$ cat src/rtl/dmem_arb_pkg.sv
// ============================================================================
// Module   : dmem_arb_pkg
// Desc     : Shared types and constants for the data-memory arbiter.
// Revision : 1.0
// ============================================================================
`default_nettype none

package dmem_arb_pkg;

    typedef enum logic [1:0] {
        IDLE = 2'd0,
        OWN0 = 2'd1,
        OWN1 = 2'd2
    } arb_state_t;

    localparam logic M_CPU = 1'b0;
    localparam logic M_DMA = 1'b1;

    localparam int DEF_MAX_BURST  = 8;
    localparam int DEF_STARVE_LIM = 4;

endpackage

`default_nettype wire

$ cat src/rtl/dmem_arbiter_rr_pick2.sv
// ============================================================================
// Module   : rr_pick2
// Desc     : Combinational 2-way round-robin picker with starvation override.
// Revision : 1.0
// ============================================================================
`default_nettype none

module rr_pick2 (
    input  logic [1:0] req,
    input  logic       last,
    input  logic [1:0] starved,
    output logic [1:0] gnt
);

    always_comb begin
        gnt = 2'b00;
        if (req == 2'b01) begin
            gnt = 2'b01;
        end else if (req == 2'b10) begin
            gnt = 2'b10;
        end else if (req == 2'b11) begin
            // A lone starved master wins; otherwise alternate away from last.
            if (starved == 2'b01) begin
                gnt = 2'b01;
            end else if (starved == 2'b10) begin
                gnt = 2'b10;
            end else begin
                gnt = last ? 2'b01 : 2'b10;
            end
        end
    end

endmodule

`default_nettype wire

$ cat src/rtl/dmem_arbiter.sv
// ============================================================================
// Module   : dmem_arbiter
// Desc     : Two-master round-robin arbiter for the single-port data memory,
//            with burst lock and starvation limit. Optional statistics
//            counters are enabled with the macro DMEM_ARB_STATS_EN.
// Revision : 1.0
// ============================================================================
`default_nettype none

module dmem_arbiter
    import dmem_arb_pkg::*;
#(
    parameter int AW         = 32,
    parameter int DW         = 32,
    parameter int MAX_BURST  = DEF_MAX_BURST,
    parameter int STARVE_LIM = DEF_STARVE_LIM
) (
    input  logic          clk,
    input  logic          reset,
    input  logic          m0_req,
    input  logic          m0_we,
    input  logic          m0_lock,
    input  logic [AW-1:0] m0_addr,
    input  logic [DW-1:0] m0_wd,
    output logic          m0_gnt,
    output logic          m0_rvalid,
    output logic [DW-1:0] m0_rd,
    input  logic          m1_req,
    input  logic          m1_we,
    input  logic          m1_lock,
    input  logic [AW-1:0] m1_addr,
    input  logic [DW-1:0] m1_wd,
    output logic          m1_gnt,
    output logic          m1_rvalid,
    output logic [DW-1:0] m1_rd,
    output logic [AW-1:0] mem_addr,
    output logic [DW-1:0] mem_wd,
    output logic          mem_we,
`ifdef DMEM_ARB_STATS_EN
    input  logic          stat_clr,
    output logic [31:0]   stat_gnt0,
    output logic [31:0]   stat_gnt1,
    output logic [31:0]   stat_conflict,
`endif
    input  logic [DW-1:0] mem_rd
);

    localparam int c_BW = $clog2(MAX_BURST + 1);
    localparam int c_SW = $clog2(STARVE_LIM + 1);

    arb_state_t       r_state;
    arb_state_t       w_state_nxt;
    arb_state_t       w_own_tgt;
    logic             r_last;
    logic [c_BW-1:0]  r_burst_cnt;
    logic [c_BW-1:0]  w_burst_nxt;
    logic [1:0]       w_req;
    logic [1:0]       w_we;
    logic [1:0]       w_starved;
    logic [1:0]       w_pick_gnt;
    logic [1:0]       w_gnt;
    logic             w_glock;
    logic [c_SW-1:0]  r_starve [2];
    logic             r_rvalid [2];
    logic [DW-1:0]    r_rd     [2];

    assign w_req = {m1_req, m0_req};
    assign w_we  = {m1_we,  m0_we};

    rr_pick2 u_pick (
        .req     (w_req),
        .last    (r_last),
        .starved (w_starved),
        .gnt     (w_pick_gnt)
    );

    // A lock owner that stops requesting falls back to the normal picker.
    always_comb begin
        w_gnt = w_pick_gnt;
        if (r_state == OWN0 && m0_req) begin
            w_gnt = 2'b01;
        end else if (r_state == OWN1 && m1_req) begin
            w_gnt = 2'b10;
        end
    end

    always_comb begin
        w_state_nxt = IDLE;
        w_burst_nxt = '0;
        w_glock     = w_gnt[M_DMA] ? m1_lock : m0_lock;
        w_own_tgt   = w_gnt[M_DMA] ? OWN1 : OWN0;
        if ((|w_gnt) && w_glock) begin
            w_burst_nxt = (r_state == w_own_tgt) ? r_burst_cnt + 1'b1 : c_BW'(1);
            if (w_burst_nxt < c_BW'(MAX_BURST)) begin
                w_state_nxt = w_own_tgt;
            end
        end
    end

    always_ff @(posedge clk or negedge reset) begin
        if (!reset) begin
            r_state     <= IDLE;
            r_last      <= 1'b1;
            r_burst_cnt <= '0;
        end else begin
            r_state     <= w_state_nxt;
            r_burst_cnt <= w_burst_nxt;
            if (|w_gnt) begin
                r_last <= w_gnt[M_DMA];
            end
        end
    end

    for (genvar i = 0; i < 2; i++) begin : g_master
        assign w_starved[i] = (r_starve[i] == c_SW'(STARVE_LIM));

        always_ff @(posedge clk or negedge reset) begin
            if (!reset) begin
                r_starve[i] <= '0;
                r_rvalid[i] <= 1'b0;
                r_rd[i]     <= '0;
            end else begin
                r_rvalid[i] <= w_gnt[i] & ~w_we[i];
                if (w_gnt[i] && !w_we[i]) begin
                    r_rd[i] <= mem_rd;
                end
                if (w_gnt[i]) begin
                    r_starve[i] <= '0;
                end else if (w_req[i] && !w_starved[i]) begin
                    r_starve[i] <= r_starve[i] + 1'b1;
                end
            end
        end
    end

    assign m0_gnt    = w_gnt[M_CPU];
    assign m1_gnt    = w_gnt[M_DMA];
    assign m0_rvalid = r_rvalid[0];
    assign m1_rvalid = r_rvalid[1];
    assign m0_rd     = r_rd[0];
    assign m1_rd     = r_rd[1];

    // Idle cycles present master 0 on the bus with the write strobe low.
    assign mem_addr = w_gnt[M_DMA] ? m1_addr : m0_addr;
    assign mem_wd   = w_gnt[M_DMA] ? m1_wd   : m0_wd;
    assign mem_we   = (w_gnt[M_CPU] & m0_we) | (w_gnt[M_DMA] & m1_we);

`ifdef DMEM_ARB_STATS_EN
    logic [31:0] r_stat_gnt0;
    logic [31:0] r_stat_gnt1;
    logic [31:0] r_stat_conflict;

    always_ff @(posedge clk or negedge reset) begin
        if (!reset) begin
            r_stat_gnt0     <= '0;
            r_stat_gnt1     <= '0;
            r_stat_conflict <= '0;
        end else if (stat_clr) begin
            r_stat_gnt0     <= '0;
            r_stat_gnt1     <= '0;
            r_stat_conflict <= '0;
        end else begin
            if (w_gnt[M_CPU] && r_stat_gnt0 != '1) begin
                r_stat_gnt0 <= r_stat_gnt0 + 1'b1;
            end
            if (w_gnt[M_DMA] && r_stat_gnt1 != '1) begin
                r_stat_gnt1 <= r_stat_gnt1 + 1'b1;
            end
            if ((&w_req) && r_stat_conflict != '1) begin
                r_stat_conflict <= r_stat_conflict + 1'b1;
            end
        end
    end

    assign stat_gnt0     = r_stat_gnt0;
    assign stat_gnt1     = r_stat_gnt1;
    assign stat_conflict = r_stat_conflict;
`endif

endmodule

`default_nettype wire

$ cat config.mk
export PLATFORM = sky130hd
export DESIGN_NAME = dmem_arbiter
export DESIGN_NICKNAME = d
export VERILOG_FILES = /design/src/rtl/dmem_arb_pkg.sv /design/src/rtl/dmem_arbiter_rr_pick2.sv /design/src/rtl/dmem_arbiter.sv
export SDC_FILE = /design/constraint.sdc
export NUM_CORES = 1
export LEC_CHECK = 0
export BUFFER_PORTS_ARGS = -buffer_cell sky130_fd_sc_hd__buf_2
export CORE_MARGIN = 3
export CORE_UTILIZATION = 25
export DETAILED_ROUTE_END_ITERATION = 6
export GPL_TIMING_DRIVEN = 0
export PLACE_DENSITY = 0.58
export SYNTH_ARGS = -nofsm -noshare
export SYNTH_HDL_FRONTEND = slang
export SYNTH_SLANG_ARGS = --single-unit
export TNS_END_PERCENT = 1
$ cat constraint.sdc
create_clock -name clk -period 5.18 [get_ports clk]
set_input_delay 0.259 -clock clk [delete_from_list [all_inputs] [get_ports clk]]
set_output_delay 0.259 -clock clk [all_outputs]
set_load 0.02 [all_outputs]
==> impl_metrics.py, run 1 <==
metrics = {
    "status": {
        "status": "complete, no violations",
    },
    "sta": {
        "fin_crit_sh": 0.561,
        "tns_ps": 0,
        "setup_violations": 0,
        "finalWorstPathRequiredPeriod_ps": 2900,
        "fin_skew_ps": 9.02,
        "slew_headroom": 0.570,
        "hold_viol": 0,
        "worst_pin_slew_ps": 642,
        "rsz0062_at_grt": "false",
        "fmax_mhz": 344,
        "setup_ws_ps": 2280,
        "drv_slew": 0,
    },
    "synth": {
        "synth_top_flop_cell": "dfrtp_1",
        "syn-num-nets": 457,
        "ys_ff_latch": 79,
        "yosys_warnings": 0,
        "netlist_area_um2": 3990,
        "syn_area_per_cell_um2": 14.0,
        "syn-instance-count": 284,
        "synthDistinctLibCells": 31,
        "synthArstFlopShare": 1.00,
        "synth_edf_count": 0,
        "seq_area_frac_synth": 0.496,
    },
    "cts": {
        "worstSkewPairLatency_ps": 340,
        "cts.reportedPaths.clkPinSlew_ps": 60,
        "cts_sinks": 79,
        "post_cts_resized": 0,
        "clock_path_buffers": 2,
        "ctsHoldBuffers": 1,
        "htreeDepth": 3,
        "cts_setup_buffers": 0,
        "cts_tree": "built",
        "cts-root-buf": "clkbuf_16",
        "cts_made_buffers": 9,
    },
    "drt": {
        "antenna_left": 0,
        "wl_um": 12400,
        "initialDrtViolationCount": 100,
        "first_pass_iters": 4,
        "vias": 3510,
        "vias_per_cell": 4.32,
        "wl_per_cell_um": 15.2,
        "drc_errors": 0,
    },
    "critical_path": {
        "crit_family": "simple AND/OR/NAND/NOR gates",
        "crit_type": "register to primary output",
        "crit_chain": "inv_1 > ha_1 > and3b_1 > a2111oi_4 > nor2_2 > buf_6 > mux2_2 > buf_2",
        "path_max_fanout": 10,
        "critPathArrivalTime_ps": 2640,
        "slowest_stage": "nor2_2",
        "critPathBufInv": 3,
        "end_kind": "primary output",
        "cp-start-kind": "register",
        "worst_ep_required_time_ps": 4920,
        "max_stage_delay_ps": 500,
    },
    "pwr": {
        "cellLeakagePower_nw": 3.07,
        "power.total_mw": 2.52,
        "max-vdd-ir-drop_v": 0.000285,
        "combinationalPowerShare": 0.392,
        "pwr-share-seq": 0.343,
        "sw_frac_of_total": 0.349,
        "switchingPower_mw": 0.879,
        "pwr-share-clk": 0.265,
        "power_density_nw_per_um2": 412,
        "p_int_mw": 1.64,
    },
    "finish": {
        "drive_gt1_frac": 0.773,
        "ff_latch_area_um2": 1980,
        "finalInstanceArea_um2": 6100,
        "multi_input_area_um2": 1850,
        "fillers": 1582,
        "nNetsFinal": 769,
        "syn_to_final_growth_pct": 53.1,
    },
    "floorplan": {
        "rows": 45,
        "die_width_um": 132,
        "die_h_um": 132,
        "start_util": 0.258,
        "pin_count": 301,
        "die_area_um2": 17500,
        "design.core.area_um2": 15400,
    },
    "global_route": {
        "overflow": 0,
        "grt_util_all_layers": 0.137,
        "grt_pass1_vias": 3736,
        "grt_pass1_wl_um": 19400,
        "antenna_found_initial": 2,
        "grt_max_degree": 51,
    },
    "placement": {
        "dpl.hpwl_um": 10200,
        "placed_area_um2": 5780,
        "portBuffers": 299,
        "place_congestion": 0.830,
        "pre_cts_ws_ps": 2590,
    },
    "job": {
        "max_cap_viol_count": 0,
    },
    "worst_hold_path": {
        "hold_class": "primary input to register",
    },
}
## cell type report
type	count	share of cell area
Multi-Input combinational cell	183	0.303
Clock buffer	10	0.0375
Tap cell	211	0.0433
Clock inverter	5	0.0133
Buffer	14	0.0215
Timing Repair Buffer	301	0.252
Antenna cell	2	0.000820
Inverter	8	0.00492
Sequential cell	79	0.324
## layout by cell type (no fill, tap or decap)
| master | count |
|---|---|
| buf_2 | 301 |
| mux2_2 | 128 |
| dfrtp_1 | 78 |
| buf_6 | 10 |
| nand2_1 | 9 |
| a21oi_1 | 9 |
| clkbuf_16 | 9 |
| inv_1 | 8 |
| ha_1 | 5 |
| nand3_1 | 3 |
| xnor2_1 | 3 |
| diode_2 | 2 |
| a21bo_2 | 2 |
| nor2b_1 | 2 |
| clkbuf_1 | 2 |
| nand2b_1 | 2 |
| a22o_1 | 2 |
| nor2_1 | 2 |
| and4b_1 | 2 |
| nor3_1 | 2 |
| bufinv_16 | 2 |
| and3b_1 | 1 |
| a2111oi_4 | 1 |
| nor2_2 | 1 |
| a211oi_2 | 1 |
| o21ai_0 | 1 |
| o211ai_1 | 1 |
| or3b_2 | 1 |
| xor2_1 | 1 |
| a22oi_1 | 1 |
| o211ai_2 | 1 |
| nor3_2 | 1 |
| a21o_1 | 1 |
| clkinv_2 | 1 |
| clkinvlp_4 | 1 |
| inv_6 | 1 |
| dlygate4sd3_1 | 1 |
| buf_4 | 1 |
| buf_16 | 1 |
| dfstp_2 | 1 |
## cell families (layout without fill, tap and decap cells)
kind of cell,count (synthesis),count (layout),share of synthesized area
other,0,2,0
AND/OR/NAND/NOR,26,26,0.0364
flip-flops,79,79,0.496
XOR/XNOR,4,4,0.00879
AO/OA/AOI/OAI,20,20,0.0408
multiplexers,128,128,0.362
adder cells (fa/ha/maj),5,5,0.0157
buffers and inverters,22,338,0.0405
## power groups by stage
stage / Combinational [mW] / Sequential, mW / Clock [mW]
2_1_floorplan: 0.452 / 1.05 / 0
3_3_place_gp: 0.979 / 0.863 / 0
3_5_place_dp: 1.00 / 0.873 / 0
4_1_cts: 1.00 / 0.866 / 0.691
5_1_grt: 1.06 / 0.887 / 0.716
6_report: 0.987 / 0.863 / 0.667
## flip-flops by register name (all words and copies together), names as in the netlist
name,cells
r_burst_cnt,4
r_starve,6
m1_rd,32
r_state,2
m1_rvalid,1
m0_rvalid,1
r_last,1
m0_rd,32
## cells in the mapped netlist, types with 2 or more instances
cell / number / area (um^2)
nand3_1: 3 / 15.0
nor2b_1: 2 / 12.5
inv_1: 8 / 30.0
and4b_1: 2 / 20.0
ha_1: 5 / 62.6
xnor2_1: 3 / 26.3
a21bo_2: 2 / 20.0
buf_2: 3 / 15.0
nand2_1: 9 / 33.8
buf_6: 10 / 113
nand2b_1: 2 / 12.5
a21oi_1: 9 / 45.0
mux2_2: 128 / 1440
a22o_1: 2 / 17.5
nor3_1: 2 / 10.0
dfrtp_1: 78 / 1950
nor2_1: 2 / 7.51
## metrics by stage
| stage | util | hold slack (ps) | std cells |
|---|---|---|---|
| CTS | 0.395 | 145 | 811 |
| finish | 0.396 | 164 | 813 |
| floorplan | - | -36.6 | 284 |
| global placement | 0.373 | 478 | 794 |
| detailed placement | 0.374 | 225 | 795 |
| global route | 0.396 | 153 | 813 |
## per-layer routing
metal	routed length [um]	share of wire	track usage
met5	0	0	0
met2	6350	0.51	0.241
met3	1160	0.094	0.0584
met1	4660	0.38	0.149
met4	186	0.015	0.0433
## path summary, 6_finish.rpt
path                                startpoint             end  cells after the start  slack, ps
min in group asynchronous                reset       m1_rd[30]                      2        400
worst max register to register     r_starve[0]        m1_rd[3]                      7       2870
worst min-delay path                mem_rd[27]       m0_rd[27]                      2        160
worst min register to register  r_burst_cnt[0]  r_burst_cnt[0]                      1        490
worst max-delay path               r_starve[0]      mem_wd[10]                      8       2280
max in group asynchronous                reset          r_last                      3       4140
Power figures use the tool's default switching activity.
==> run 2: changes to the inputs <==
--- a/config.mk
+++ b/config.mk
@@ -5,6 +5,7 @@
 export SDC_FILE = /design/constraint.sdc
 export NUM_CORES = 1
 export LEC_CHECK = 0
+export ABC_AREA = 1
 export BUFFER_PORTS_ARGS = -buffer_cell sky130_fd_sc_hd__buf_2
 export CORE_MARGIN = 3
 export CORE_UTILIZATION = 25
==> constraint.sdc (replaced) <==
create_clock -name clk -period 2.8 [get_ports clk]
set_input_delay 0.14 -clock clk [delete_from_list [all_inputs] [get_ports clk]]
set_output_delay 0.14 -clock clk [all_outputs]
set_load 0.02 [all_outputs]
==> run 2 against run 1 <==
Effect of this change: global-route usage increased by 4.4 points; routed wire length grew 35%; largest cell class unchanged; synthesized cell count increased by 100%; critical path type unchanged; non-clock buffer count grew 17; first-iteration DRC count grew 34%.
==> impl_metrics.py, run 2 <==
metrics = {
    "pwr": {
        "cellLeakagePower_nw": 3.85,
        "pwr-share-seq": 0.332,
        "sw_frac_of_total": 0.405,
        "power_density_nw_per_um2": 788,
        "combinationalPowerShare": 0.408,
        "p_int_mw": 2.90,
        "power.total_mw": 4.87,
        "switchingPower_mw": 1.97,
        "max-vdd-ir-drop_v": 0.000393,
        "pwr-share-clk": 0.260,
    },
    "critical_path": {
        "end_kind": "primary output",
        "worst_ep_required_time_ps": 2660,
        "rrSetupSlack_ps": 1040,
        "critPathBufInv": 4,
        "crit_start": "r_starve[0]",
        "cp-start-kind": "register",
        "crit_cells": 12,
        "crit_top_cell": "nand2_1",
        "crit_family": "simple AND/OR/NAND/NOR gates",
        "slowest_stage": "dfrtp_1",
        "path_max_fanout": 10,
        "reg2reg_depth": 11,
        "critPathArrivalTime_ps": 2280,
        "worstSetupEndpoint": "mem_wd[15]",
        "rr_endpoint": "m1_rd[8]",
        "max_stage_delay_ps": 360,
        "rr_startpoint": "r_starve[0]",
        "crit_chain": "inv_1 > ha_1 > nand2_1 > nor2_1 > nor2_1 > nand2_2 > nand2_2 > buf_4 > buf_4 > nand2_1 > nand2_1 > buf_2",
        "crit_type": "register to primary output",
    },
    "sta": {
        "setup_violations": 0,
        "slew_headroom": 0.673,
        "hold_viol": 0,
        "fin_skew_ps": 6.24,
        "rsz0062_at_grt": "false",
        "finalWorstPathRequiredPeriod_ps": 2420,
        "fmax_mhz": 413,
        "worst_pin_slew_ps": 490,
        "fin_crit_sh": 0.865,
        "drv_slew": 0,
        "tns_ps": 0,
    },
    "cts": {
        "cts_tree": "built",
        "post_cts_resized": 0,
        "clock_path_buffers": 2,
        "worstSkewPairLatency_ps": 330,
        "cts_setup_buffers": 0,
        "ctsHoldBuffers": 1,
        "htreeDepth": 3,
        "cts_made_buffers": 9,
        "cts.reportedPaths.clkPinSlew_ps": 60,
        "cts_sinks": 79,
        "cts-root-buf": "clkbuf_16",
    },
    "global_route": {
        "grt_max_degree": 53,
        "antenna_found_initial": 1,
        "grt_pass1_vias": 4613,
        "grt_pass1_wl_um": 25300,
        "grt_util_all_layers": 0.181,
        "overflow": 0,
    },
    "finish": {
        "syn_to_final_growth_pct": 52.4,
        "final_util": 0.398,
        "final_common_cell": "nand2_1",
        "final_cell_mix": "376 x nand2_1, 316 x buf_2, 78 x dfrtp_1",
        "drive_gt1_frac": 0.397,
        "diodes": 0,
        "nNetsFinal": 1060,
        "final_cells": 1103,
    },
    "drt": {
        "vias": 4643,
        "wl_per_cell_um": 15.1,
        "antenna_left": 0,
        "initialDrtViolationCount": 134,
        "drc_errors": 0,
        "wl_um": 16700,
        "first_pass_iters": 4,
        "vias_per_cell": 4.21,
    },
    "floorplan": {
        "rows": 45,
        "die_area_um2": 17800,
        "start_util": 0.261,
        "die_width_um": 133,
        "design.core.area_um2": 15500,
        "die_h_um": 133,
        "pin_count": 301,
    },
    "synth": {
        "netlist_area_um2": 4060,
        "synthArstFlopShare": 1.00,
        "synthTopCellsByCount": "376 x nand2_1, 78 x dfrtp_1, 38 x nand3_1",
        "synthTopCellsByArea": "dfrtp_1 48%, nand2_1 35%, nand3_1 4.7%, buf_2 2.1%, ha_1 1.5%",
        "synth.most_common_cell": "nand2_1",
        "synth_edf_count": 0,
        "syn_area_per_cell_um2": 7.07,
        "synth_top_cell_by_area": "dfrtp_1",
        "seq_area_frac_synth": 0.488,
        "yosys_warnings": 0,
        "yosysTopAreaCellShare": 0.481,
        "synth_top_flop_cell": "dfrtp_1",
        "synthDistinctLibCells": 22,
        "ys_ff_latch": 79,
        "syn-instance-count": 574,
        "syn-num-nets": 747,
    },
    "placement": {
        "portBuffers": 300,
        "place_congestion": 0.829,
        "dp.cells": 1086,
        "dpl.hpwl_um": 13500,
    },
    "worst_hold_path": {
        "hold_class": "primary input to register",
        "hold_depth": 3,
    },
    "job": {
        "max_cap_viol_count": 0,
    },
    "status": {
        "status": "complete, no violations",
    },
}
run 2: tightest hold or removal path, delay by kind of cell:
| family | cells | cell delay [ps] |
|---|---|---|
| buffers and inverters | 1 | 90 |
| and+or+nand+nor | 2 | 90 |
run 2: area by class of cell:
class / instances / area [um^2]
Fill cell: 1672 / 9360
Buffer: 30 / 186
Sequential cell: 79 / 1980
Tap cell: 211 / 264
Clock inverter: 6 / 92.6
Inverter: 17 / 63.8
Multi-Input combinational cell: 448 / 1830
Timing Repair Buffer: 302 / 1540
Clock buffer: 10 / 229
run 2: power groups by stage:
stage / Sequential [mW] / Clock, mW / Combinational [mW]
after detailed placement: 1.63 / 0 / 2.03
after global placement: 1.63 / 0 / 2.01
after global routing: 1.66 / 1.35 / 2.19
final: 1.62 / 1.27 / 1.99
after floorplan: 1.96 / 0 / 0.841
after CTS: 1.62 / 1.29 / 2.03
run 2: cells by family after synthesis:
group                      count (synthesis)  synth area share
buffers and inverters                     47            0.0617
xor gates and xnor gates                   3           0.00648
AOI/OAI and AO/OA                         12            0.0160
DFF                                       79             0.488
and+or+nand+nor                          428             0.413
adders and majority gates                  5            0.0154
run 2: worst min-delay path by stage:
| stage | start | end |
|---|---|---|
| after floorplan | reset | m0_rd[0] |
| after global placement | mem_rd[31] | m1_rd[31] |
| after detailed placement | reset | m1_rd[14] |
| after CTS | mem_rd[17] | m1_rd[17] |
| after global routing | mem_rd[10] | m1_rd[10] |
| final | mem_rd[10] | m1_rd[10] |
run 2: per-layer routing:
layer,wire length (um),part of all wire,track usage,up-vias
li1,-,-,-,2367
met1,6360,0.38,0.198,2067
met2,8670,0.52,0.340,195
met5,13,0.00078,0,-
met3,1520,0.091,0.0619,12
met4,124,0.0074,0.0343,2
run 2: stage by stage:
| stage | hold slack (ps) | instance area [um^2] | setup slack (ps) |
|---|---|---|---|
| final | 14.7 | 6180 | 378 |
| after global routing | 3.76 | 6180 | 197 |
| after CTS | 4.42 | 6180 | 321 |
| after detailed placement | 92.9 | 5850 | 685 |
| after global placement | 352 | 5820 | 691 |
| after floorplan | -156 | 4060 | 1070 |
